**src/rtl/midi_par2ser.sv**
```systemverilog
// midi_par2ser: byte FIFO feeding a 31 250 baud MIDI serializer (start, 8 data LSB first, stop).
module midi_par2ser #(
    parameter int BIT_CLKS   = 16,
    parameter int FIFO_DEPTH = 4
) (
    input  logic                               clk500kHz,
    input  logic                               RST_N,
    input  logic [7:0]                         TX_BYTE,
    input  logic                               TX_VALID,
    output logic                               TX_READY,
    output logic                               MIDI_OUT,
    output logic                               TX_BUSY,
    output logic [$clog2(FIFO_DEPTH+1)-1:0]    FIFO_LEVEL
);
    localparam int TW = $clog2(BIT_CLKS);
    localparam int PW = $clog2(FIFO_DEPTH);
    localparam int LW = $clog2(FIFO_DEPTH+1);

    typedef enum logic [1:0] {IDLE, START, DATA, STOP} state_t;

    state_t        state, state_n;
    logic [TW-1:0] tick, tick_n;
    logic [2:0]    bit_cnt, bit_n;
    logic [7:0]    shift, shift_n;
    logic [7:0]    mem [FIFO_DEPTH];
    logic [PW-1:0] wr_ptr, rd_ptr;
    logic          push, pop, last_tick, has_data, line_n;

    assign TX_READY  = FIFO_LEVEL != LW'(FIFO_DEPTH);
    assign has_data  = FIFO_LEVEL != '0;
    assign TX_BUSY   = state != IDLE || has_data;
    assign push      = TX_VALID && TX_READY;
    assign last_tick = tick == TW'(BIT_CLKS-1);

    always_comb begin
        state_n = state;
        tick_n  = last_tick ? '0 : tick + TW'(1);
        bit_n   = bit_cnt;
        shift_n = shift;
        pop     = 1'b0;
        case (state)
            IDLE: begin
                tick_n = '0;
                pop    = has_data;
                state_n = has_data ? START : IDLE;
            end
            START: if (last_tick) begin
                state_n = DATA;
                bit_n   = '0;
            end
            DATA: if (last_tick) begin
                shift_n = shift >> 1;
                bit_n   = bit_cnt + 3'd1;
                state_n = bit_cnt == 3'd7 ? STOP : DATA;
            end
            STOP: if (last_tick) begin
                pop     = has_data;
                state_n = has_data ? START : IDLE;
            end
        endcase
        if (pop) shift_n = mem[rd_ptr];
        // The line register follows the next state so each bit starts on its entry edge.
        line_n = state_n == START ? 1'b0 : state_n == DATA ? shift_n[0] : 1'b1;
    end

    always_ff @(posedge clk500kHz) if (push) mem[wr_ptr] <= TX_BYTE;

    always_ff @(posedge clk500kHz or negedge RST_N) begin
        if (!RST_N) begin
            state      <= IDLE;
            tick       <= '0;
            bit_cnt    <= '0;
            shift      <= '0;
            MIDI_OUT   <= 1'b1;
            wr_ptr     <= '0;
            rd_ptr     <= '0;
            FIFO_LEVEL <= '0;
        end else begin
            state      <= state_n;
            tick       <= tick_n;
            bit_cnt    <= bit_n;
            shift      <= shift_n;
            MIDI_OUT   <= line_n;
            wr_ptr     <= wr_ptr + PW'(push);
            rd_ptr     <= rd_ptr + PW'(pop);
            FIFO_LEVEL <= FIFO_LEVEL + LW'(push) - LW'(pop);
        end
    end
endmodule

```
**config.mk**
```make
export PLATFORM = sky130hd
export DESIGN_NAME = midi_par2ser
export DESIGN_NICKNAME = d
export VERILOG_FILES = /design/src/rtl/midi_par2ser.sv
export SDC_FILE = /design/constraint.sdc
export NUM_CORES = 1
export LEC_CHECK = 0
export CORE_UTILIZATION = 50
export DETAILED_ROUTE_END_ITERATION = 16
export PLACE_DENSITY = 0.79
export SLEW_MARGIN = 20
export SYNTH_ARGS = -nofsm -noshare
export SYNTH_HDL_FRONTEND = slang
export SYNTH_SLANG_ARGS = --single-unit
```
**constraint.sdc**
```tcl
create_clock -name clk500kHz -period 4.8 [get_ports clk500kHz]
set_input_delay 0.72 -clock clk500kHz [delete_from_list [all_inputs] [get_ports clk500kHz]]
set_output_delay 0.72 -clock clk500kHz [all_outputs]
set_load 0.02 [all_outputs]
```
==> out/results.txt <==
number of routed nets with antenna violations -> 0
Total Routing Usage GR -> 18.4%
Synth warnings -> 0
type of the tightest min-delay check -> input port to asynchronous set/reset pin
Compound-Gate Fraction of Synth Area -> 6.72%
H-tree Lvls -> 3
Worst Max-Slew Pin Slew -> 0.916 ns
placed cell area -> 2650 um2
Final GP Congestion -> 0.768
Power Density -> 591 nW/um2
Switching Power -> 0.528 mW
ys flop type -> edfxtp_1
I/O Buffers -> 16
critical path type -> register to register
Setup Skew -> 0.00694 ns
antenna violations before repair -> 0
Netlist cell types -> 36
Max-Cap Viols -> 0
Internal Power -> 1.14 mW
Post CTS Setup Buffer Count -> 0
via count -> 1310
# hold bufs at CTS -> 0
nets -> 202
chip width -> 71.8 um
largest net degree at the start of global routing -> 26
vias in the first global route -> 1402
register share of total power -> 46.7%
layout cells sized above 1 -> 16.8%
hpwl dp -> 2750 um
part of the power in the clock network -> 24.6%
Slew HR -> 39.0%
Synth Area in Simple Gates -> 6.88%
CTS max path bufs -> 2
boundary pin count -> 17
CTS tree -> done
Inst Count DP -> 223
Num Clock Sinks -> 57
mapped cell area -> 2440 um2
Leak -> 1.15 nW
DRC -> 0
mean area per synthesized cell -> 15.4 um2
CTS buffer count -> 9
Final Hold Viols -> 0
WP data required -> 5.00 ns
drt pass-1 iters -> 4
WL final -> 3930 um
final instance area -> 2830 um2
EDFF count, synth -> 32
Finished Layout Cells -> 239
post-synthesis adder-cell area fraction -> 5.95%
pre-CTS WS -> 1.87 ns
initial core utilization -> 52.0%
initial DRC count -> 42
core area -> 4690 um2
largest family of logic cells by synthesized area -> multiplexers
Synth Instances -> 158
Crit path arrival time -> 3.15 ns
Pins Over Slew Limit -> 0
Final setup viols -> 0
die area -> 5160 um2
CTS resizes -> 0
post-synthesis async set-or-reset flop share -> 43.9%
syn_nets -> 180
Yosys reg bits -> 57
clock slew at reported path FFs -> 0.06 ns
WL/cell -> 16.4 um
Via density -> 5.48
commonest non-fill, non-tap cell in the layout -> edfxtp_1
fin crit period -> 2.95 ns
Critical Path Source Type -> register
worst skew pair latency -> 0.32 ns
Gate power share -> 28.7%
GR Overflow Total -> 0
CP Capture Type -> register
RSZ-0062 raised after global routing -> false
most frequent cells in the layout -> edfxtp_1 (32), dfrtp_1 (24), nand2_1 (15), clkdlybuf4s50_1 (15)
fin crit share -> 61.4%
Sw Ratio -> 31.6%
multiplexer share of the synthesized area -> 10.9%
CP max FO -> 19
Fin Setup TNS -> 0 ns
Root Driver -> clkbuf_8
DIE HEIGHT -> 71.8 um
row cnt -> 25
final worst slack -> 1.85 ns
area grow syn2layout -> 16.1%
ANT cells -> 0
FMAX -> 339 MHz
register area share after synthesis -> 65.1%
first-pass GRT wire length -> 6720 um
status -> finished, final reports clean
xor/xnor share of the synthesized area -> 2.51%
Worst VDD drop -> 0.268 mV
==> flip-flops by register name (all words and copies together) (netlist names) <==
register,count
wr_ptr,2
state,2
bit_cnt,3
mem,32
MIDI_OUT,1
rd_ptr,2
tick,4
FIFO_LEVEL,3
shift,8
==> final cells by class <==
type | count | area [um2]
tap | 54 | 67.6
clock inverter | 7 | 61.3
sequential | 57 | 1590
inverter | 6 | 22.5
multi-input combinational | 89 | 805
timing repair buffer | 17 | 163
fill | 357 | 1860
clock buffer | 9 | 124
==> per-stage QoR <==
step / hold WS [ns] / power [mW] / util, %
floorplan: 0.424 / 1.12 / -
global placement: 0.477 / 1.24 / 56.5
detailed placement: 0.503 / 1.28 / 56.5
CTS: 0.511 / 1.70 / 60.4
global route: 0.410 / 1.78 / 60.3
finish: 0.378 / 1.67 / 60.3
==> worst paths after layout <==
path | to | cells past startpoint | startpoint | slack [ns]
worst max-delay path | FIFO_LEVEL[2]$_DFF_PN0_ | 10 | state[1]$_DFF_PN0_ | 1.85
min in group clk500kHz | tick[0]$_DFF_PN0_ | 1 | tick[0]$_DFF_PN0_ | 0.51
worst min-delay path | tick[3]$_DFF_PN0_ | 1 | RST_N | 0.38
max in group asynchronous | MIDI_OUT$_DFF_PN1_ | 1 | RST_N | 4.05
worst max register to register | FIFO_LEVEL[2]$_DFF_PN0_ | 10 | state[1]$_DFF_PN0_ | 1.85
worst min register to register | tick[0]$_DFF_PN0_ | 1 | tick[0]$_DFF_PN0_ | 0.51
==> cells in the mapped netlist (2+ instances only) <==
| library cell | count | area, um2 |
|---|---|---|
| mux2i_1 | 6 | 60.1 |
| mux4_2 | 8 | 180 |
| nor2b_1 | 2 | 12.5 |
| xnor2_1 | 4 | 35.0 |
| buf_1 | 2 | 7.51 |
| a21o_1 | 2 | 15.0 |
| clkbuf_1 | 3 | 11.3 |
| nor3_1 | 2 | 10.0 |
| dfrtp_1 | 24 | 601 |
| edfxtp_1 | 32 | 961 |
| o21ai_0 | 10 | 50.1 |
| a211oi_1 | 2 | 15.0 |
| nand2_1 | 15 | 56.3 |
| ha_1 | 10 | 125 |
| a32o_1 | 2 | 20.0 |
| xor2_1 | 3 | 26.3 |
| nor2_1 | 7 | 26.3 |
| inv_1 | 6 | 22.5 |
==> layer usage <==
| layer | share of wire (%) | track usage (%) |
|---|---|---|
| met5 | 0 | 0 |
| met4 | 0.71 | 7.19 |
| met1 | 40 | 21.1 |
| met2 | 56 | 31.7 |
| met3 | 4.0 | 6.33 |
==> kinds of logic (layout without fill, tap and decap cells) <==
kind of cell | Yosys count | after routing
AND/OR/NAND/NOR | 33 | 33
AO/OA/AOI/OAI | 22 | 22
flip-flops | 57 | 57
XOR/XNOR | 7 | 7
multiplexers | 16 | 16
adder cells (fa/ha/maj) | 11 | 11
buffers and inverters | 12 | 39
==> worst max-delay path, cell delays in order (launching register included) <==
cell and delay [ns]:
dfrtp_1 0.42, inv_1 0.12, ha_1 0.29, inv_1 0.11, a2111oi_4 0.82, xor2_1 0.20, ha_1 0.17, inv_1 0.05
fa_1 0.38, xnor2_1 0.15, xnor2_1 0.12
==> power groups by stage <==
| stage | combinational [mW] | clock (mW) | sequential, mW |
|---|---|---|---|
| after floorplan | 0.362 | 0 | 0.755 |
| after global placement | 0.461 | 0 | 0.778 |
| after detailed placement | 0.486 | 0 | 0.792 |
| after CTS | 0.490 | 0.422 | 0.783 |
| after global routing | 0.538 | 0.445 | 0.801 |
| final | 0.481 | 0.411 | 0.780 |
No activity file was read; power rests on OpenSTA's default activity.
